$ cat src/rtl/latch_bank_arbiter.sv
`default_nettype none
// ============================================================================
// Module      : latch_bank_arbiter
// Description : Round-robin arbiter between two write requesters that share
//               one bank of DEPTH clocked D latches. Each write is sequenced
//               as SETUP (drive D) -> PULSE (latch enable high) -> HOLD (D
//               held for settle time) -> ACK (completion pulse).
// Revision    : 1.0 - initial release
// ============================================================================
module latch_bank_arbiter #(
  parameter int WIDTH         = 8,
  parameter int DEPTH         = 4,
  parameter int PULSE_CYCLES  = 2,
  parameter int SETTLE_CYCLES = 1,
  localparam int AW = (DEPTH > 1) ? $clog2(DEPTH) : 1
) (
  input  logic             clk,
  input  logic             rst_n,
  input  logic [1:0]       req,
  input  logic [AW-1:0]    addr0,
  input  logic [AW-1:0]    addr1,
  input  logic [WIDTH-1:0] data0,
  input  logic [WIDTH-1:0] data1,
  output logic [1:0]       ack,
  output logic [WIDTH-1:0] lat_d,
  output logic [DEPTH-1:0] lat_en,
  output logic             busy
);

  typedef enum logic [2:0] {
    S_IDLE  = 3'd0,
    S_SETUP = 3'd1,
    S_PULSE = 3'd2,
    S_HOLD  = 3'd3,
    S_ACK   = 3'd4
  } state_t;

  // Counter loads are "remaining cycles minus one"; the counter never wraps.
  localparam logic [3:0]       c_pulse_load  = 4'(PULSE_CYCLES - 1);
  localparam logic [3:0]       c_settle_load = 4'(SETTLE_CYCLES - 1);
  localparam logic [DEPTH-1:0] c_en_one      = DEPTH'(1);

  state_t        r_state;
  logic [3:0]    r_cnt;
  logic [AW-1:0] r_addr;
  logic          r_gnt;
  logic          r_last_grant;

  logic          w_pick;
  logic [AW-1:0] w_addr;
  logic [WIDTH-1:0] w_data;

  // Round-robin pick: a lone request wins outright, a tie goes to the
  // requester that was not granted last time.
  always_comb begin
    w_pick = 1'b0;
    if (req == 2'b11) begin
      w_pick = ~r_last_grant;
    end else begin
      w_pick = req[1];
    end
    w_addr = w_pick ? addr1 : addr0;
    w_data = w_pick ? data1 : data0;
  end

  // Write sequencer; all outputs are registered so that lat_en and lat_d
  // never glitch and lat_d only moves on the edge that enters SETUP.
  always_ff @(posedge clk or negedge rst_n) begin
    if (!rst_n) begin
      r_state      <= S_IDLE;
      r_cnt        <= 4'd0;
      r_addr       <= '0;
      r_gnt        <= 1'b0;
      r_last_grant <= 1'b1;
      ack          <= 2'b00;
      lat_d        <= '0;
      lat_en       <= '0;
      busy         <= 1'b0;
    end else begin
      ack <= 2'b00;
      case (r_state)
        S_IDLE: begin
          r_cnt <= 4'd0;
          if (req != 2'b00) begin
            r_gnt        <= w_pick;
            r_last_grant <= w_pick;
            r_addr       <= w_addr;
            lat_d        <= w_data;
            busy         <= 1'b1;
            r_state      <= S_SETUP;
          end
        end
        S_SETUP: begin
          lat_en  <= c_en_one << r_addr;
          r_cnt   <= c_pulse_load;
          r_state <= S_PULSE;
        end
        S_PULSE: begin
          if (r_cnt == 4'd0) begin
            lat_en <= '0;
            if (SETTLE_CYCLES == 0) begin
              ack     <= 2'b01 << r_gnt;
              r_state <= S_ACK;
            end else begin
              r_cnt   <= c_settle_load;
              r_state <= S_HOLD;
            end
          end else begin
            r_cnt <= r_cnt - 4'd1;
          end
        end
        S_HOLD: begin
          if (r_cnt == 4'd0) begin
            ack     <= 2'b01 << r_gnt;
            r_state <= S_ACK;
          end else begin
            r_cnt <= r_cnt - 4'd1;
          end
        end
        S_ACK: begin
          r_cnt   <= 4'd0;
          busy    <= 1'b0;
          r_state <= S_IDLE;
        end
        default: begin
          r_cnt   <= 4'd0;
          lat_en  <= '0;
          busy    <= 1'b0;
          r_state <= S_IDLE;
        end
      endcase
    end
  end

endmodule
`default_nettype wire

$ cat config.mk
export PLATFORM = sky130hd
export DESIGN_NAME = latch_bank_arbiter
export DESIGN_NICKNAME = d
export VERILOG_FILES = /design/src/rtl/latch_bank_arbiter.sv
export SDC_FILE = /design/constraint.sdc
export NUM_CORES = 1
export LEC_CHECK = 0
export CORE_MARGIN = 2
export CORE_UTILIZATION = 49
export CTS_CLUSTER_SIZE = 40
export DETAILED_ROUTE_END_ITERATION = 16
export GPL_ROUTABILITY_DRIVEN = 0
export PLACE_DENSITY = 0.83
export SETUP_SLACK_MARGIN = 0.02
export SKIP_LAST_GASP = 1
export SLEW_MARGIN = 20
export SYNTH_ARGS = -nofsm -noshare
export SYNTH_HDL_FRONTEND = slang
export SYNTH_SLANG_ARGS = --single-unit
$ cat constraint.sdc
create_clock -name clk -period 3.51 [get_ports clk]
set_input_delay 0.702 -clock clk [delete_from_list [all_inputs] [get_ports clk]]
set_output_delay 0.702 -clock clk [all_outputs]
set_load 0.02 [all_outputs]
==> summary.txt <==
Post-synthesis cell count -> 89
Clk Latency, worst-skew pair -> 0.32 ns
Post-synth EDFFs -> 0
Outcome -> finished, final reports clean
Vias -> 856
Worst slack at placement -> 0.827 ns
Top Ports -> 39
Worst IR drop on VDD -> 0.542 mV
Number of setup violations in the final report -> 0
Die width -> 54.6 um
Final setup TNS -> 0 ns
Startpoint Class -> input port
Hold Path Class -> reg -> reg
CTS tree -> built
PortBufs -> 38
Crit path time final -> 2.32 ns
Power density cells -> 836 mW/mm^2
WL per Instance -> 15.2 um
Post-route clock skew -> 0.00677 ns
Dpl hpwl -> 1810 um
Fin nets -> 154
Async SR Flop Fraction -> 1.00
Share of the synthesized area in the top cell type -> 0.500
Ant diodes -> 0
Critical path cell sequence -> clkdlybuf4s50_1 -> a21boi_2 -> mux2_2 -> mux2_2
Comb pwr share -> 0.500
First-pass GRT wire length -> 3820 um
Leading post-synthesis cells by cell area -> dfrtp_1, mux2_4, a32o_1
Ys flop type -> dfrtp_1
Starting Density -> 0.510
Antenna Nets Post-Route -> 0
Number of H-tree levels -> 1
Final non-filler cell total -> 158
Sink Count -> 26
Lkg Pwr -> 0.000747 uW
Critical path type -> in -> reg
Final wirelength -> 2410 um
Cell total after placement -> 154
CP peak stage delay -> 0.64 ns
Core ar. -> 0.00245 sq mm
Residual DRC -> 0
Register clock-pin slew on the reported worst setup and hold paths -> 0.15 ns
Post-Syn Area -> 0.00125 sq mm
Seq pwr share -> 0.402
Reg2reg start -> r_last_grant$_DFFE_PN1P_
Max Transition Viols Final -> 0
Share of layout cells above drive strength 1 -> 0.203
# Post-CTS Setup Buffers -> 0
Synth-to-Final Area Change -> 33.0%
Distinct cells, synth -> 33
Sw Share -> 0.379
WP data required -> 3.73 ns
CP max-delay cell -> a21boi_2
Seq cells post-synth -> 26
Sequential area share after synthesis -> 0.520
Die footprint -> 0.00298 sq mm
Cell accounting for the most synthesized area -> dfrtp_1
Bufs on Longest Clock Path -> 2
Die Span Y -> 54.6 um
Cts bufs inserted -> 3
Worst Hold Path Cells -> 1
Crit end category -> flip-flop
Number of global-route vias before repair -> 859
Grt total ovfl -> 0
CP Max Fanout -> 11
RSZ-0062 raised after global routing -> no
Sw power -> 527 uW
Final worst setup slack -> 1.19 ns
Hold buffer count at CTS -> 0
Mapped Nets -> 114
Num rows -> 18
Synth Warn # -> 0
Crit path buf inv count -> 1
Initial antenna violation count -> 0
Internal power -> 865 uW
Max capacitance violation total -> 0
Largest net degree at the start of global routing -> 27
Relative slew margins -> 0.497
Worst Tran Pin Value -> 0.750 ns
Hold Startpoint -> r_gnt$_DFFE_PN0P_
CP delay by family, top -> multiplexers
Avg Vias per Cell -> 5.42
Iter 0 DRT Violations -> 26
Syn Area/Cell -> 14.1 sq um
Period utilization -> 0.660
Cell mode on critical path -> mux2_2
Root Driver -> clkbuf_4
Worst R2R Path Depth -> 3
Crit path DAT -> 2.54 ns
PostCTS Resize Cnt -> 0
All-Layer GR Usage -> 0.183
CP Launch Point -> req[1]
Final hold violation count -> 0
Clock power share -> 0.097
Number of stages on the worst setup path -> 4
Max Freq -> 432 MHz
Pre-antenna DRT Iters -> 4
## power groups by stage
stage               registers, uW  clock network (uW)  logic, uW
finish                        560                 136        697
global placement              558                   0        671
CTS                           560                 135        702
global route                  582                 149        755
detailed placement            562                   0        701
floorplan                     623                   0        396
## sequential cells by signal, indices dropped and copies added, names as in the netlist
register      count
lat_d             8
lat_en            4
r_cnt             4
r_state           3
ack               2
r_addr            2
busy              1
r_gnt             1
r_last_grant      1
## layer usage
layer	global-route usage	wire, um	vias to the layer above
li1	-	-	401
met1	0.257	1090	410
met2	0.275	1140	39
met3	0.0437	134	6
met4	0.0625	40	0
met5	0	0	-
## placed cells by master (no fill, tap or decap), drive strengths merged
cell and count:
and4b 1, a211o 1, a32o 4, buf 1, o21ai 2, and2 1
a21oi 1, nand2b 1, xnor2 2, a21boi 1, a31oi 2, dfstp 1
clkbuf 4, dfrtp 25, o2bb2ai 1, o22ai 1, mux2 17, nor2b 1
or2 1, nor4b 1, a22o 1, mux2i 4, inv 5, nor3 5
o21bai 1, nor3b 2, clkdlybuf4s50 38, nor2 2, ha 1
## cell usage after synthesis, types with 2 or more instances
library cell / n
dfrtp_1: 25
nor2_1: 2
a31oi_1: 2
mux2_2: 3
xnor2_1: 2
inv_1: 5
nor3_1: 4
buf_6: 3
a32o_1: 4
mux2i_1: 4
mux2_4: 13
## kinds of logic after synthesis
logic type,after synthesis,share of synthesized area
DFF,26,0.520
xor gates and xnor gates,2,0.0140
AOI/OAI and AO/OA,15,0.0979
and+or+nand+nor,15,0.0879
muxes,21,0.224
adders and majority gates,1,0.00999
buffers and inverters,9,0.0459
## layout make-up
| class | instances | area (sq um) |
|---|---|---|
| clock buffers | 4 | 26.3 |
| well taps | 30 | 37.5 |
| inverters | 5 | 18.8 |
| flip-flops and latches | 26 | 652 |
| repair buffers | 39 | 388 |
| multi-input cells | 54 | 543 |
| fillers | 194 | 790 |
## path summary, 6_finish.rpt
check | endpoint | slack [ns]
setup reg to reg | lat_d[1]$_DFFE_PN0P_ | 1.77
setup / recovery | lat_d[1]$_DFFE_PN0P_ | 1.19
min in group asynchronous | busy$_DFFE_PN0P_ | 0.72
max in group asynchronous | r_last_grant$_DFFE_PN1P_ | 2.49
hold / removal | ack[0]$_DFF_PN0_ | 0.46
hold reg to reg | ack[0]$_DFF_PN0_ | 0.46
## stage by stage
step	hold slack (ns)	utilization	area (sq um)	total power, uW
finish	0.457	0.678	1670	1390
global route	0.469	0.678	1670	1490
global placement	0.443	0.668	1640	1230
detailed placement	0.447	0.668	1640	1260
CTS	0.458	0.678	1670	1400
floorplan	0.406	-	1250	1020
Power figures use the tool's default switching activity.
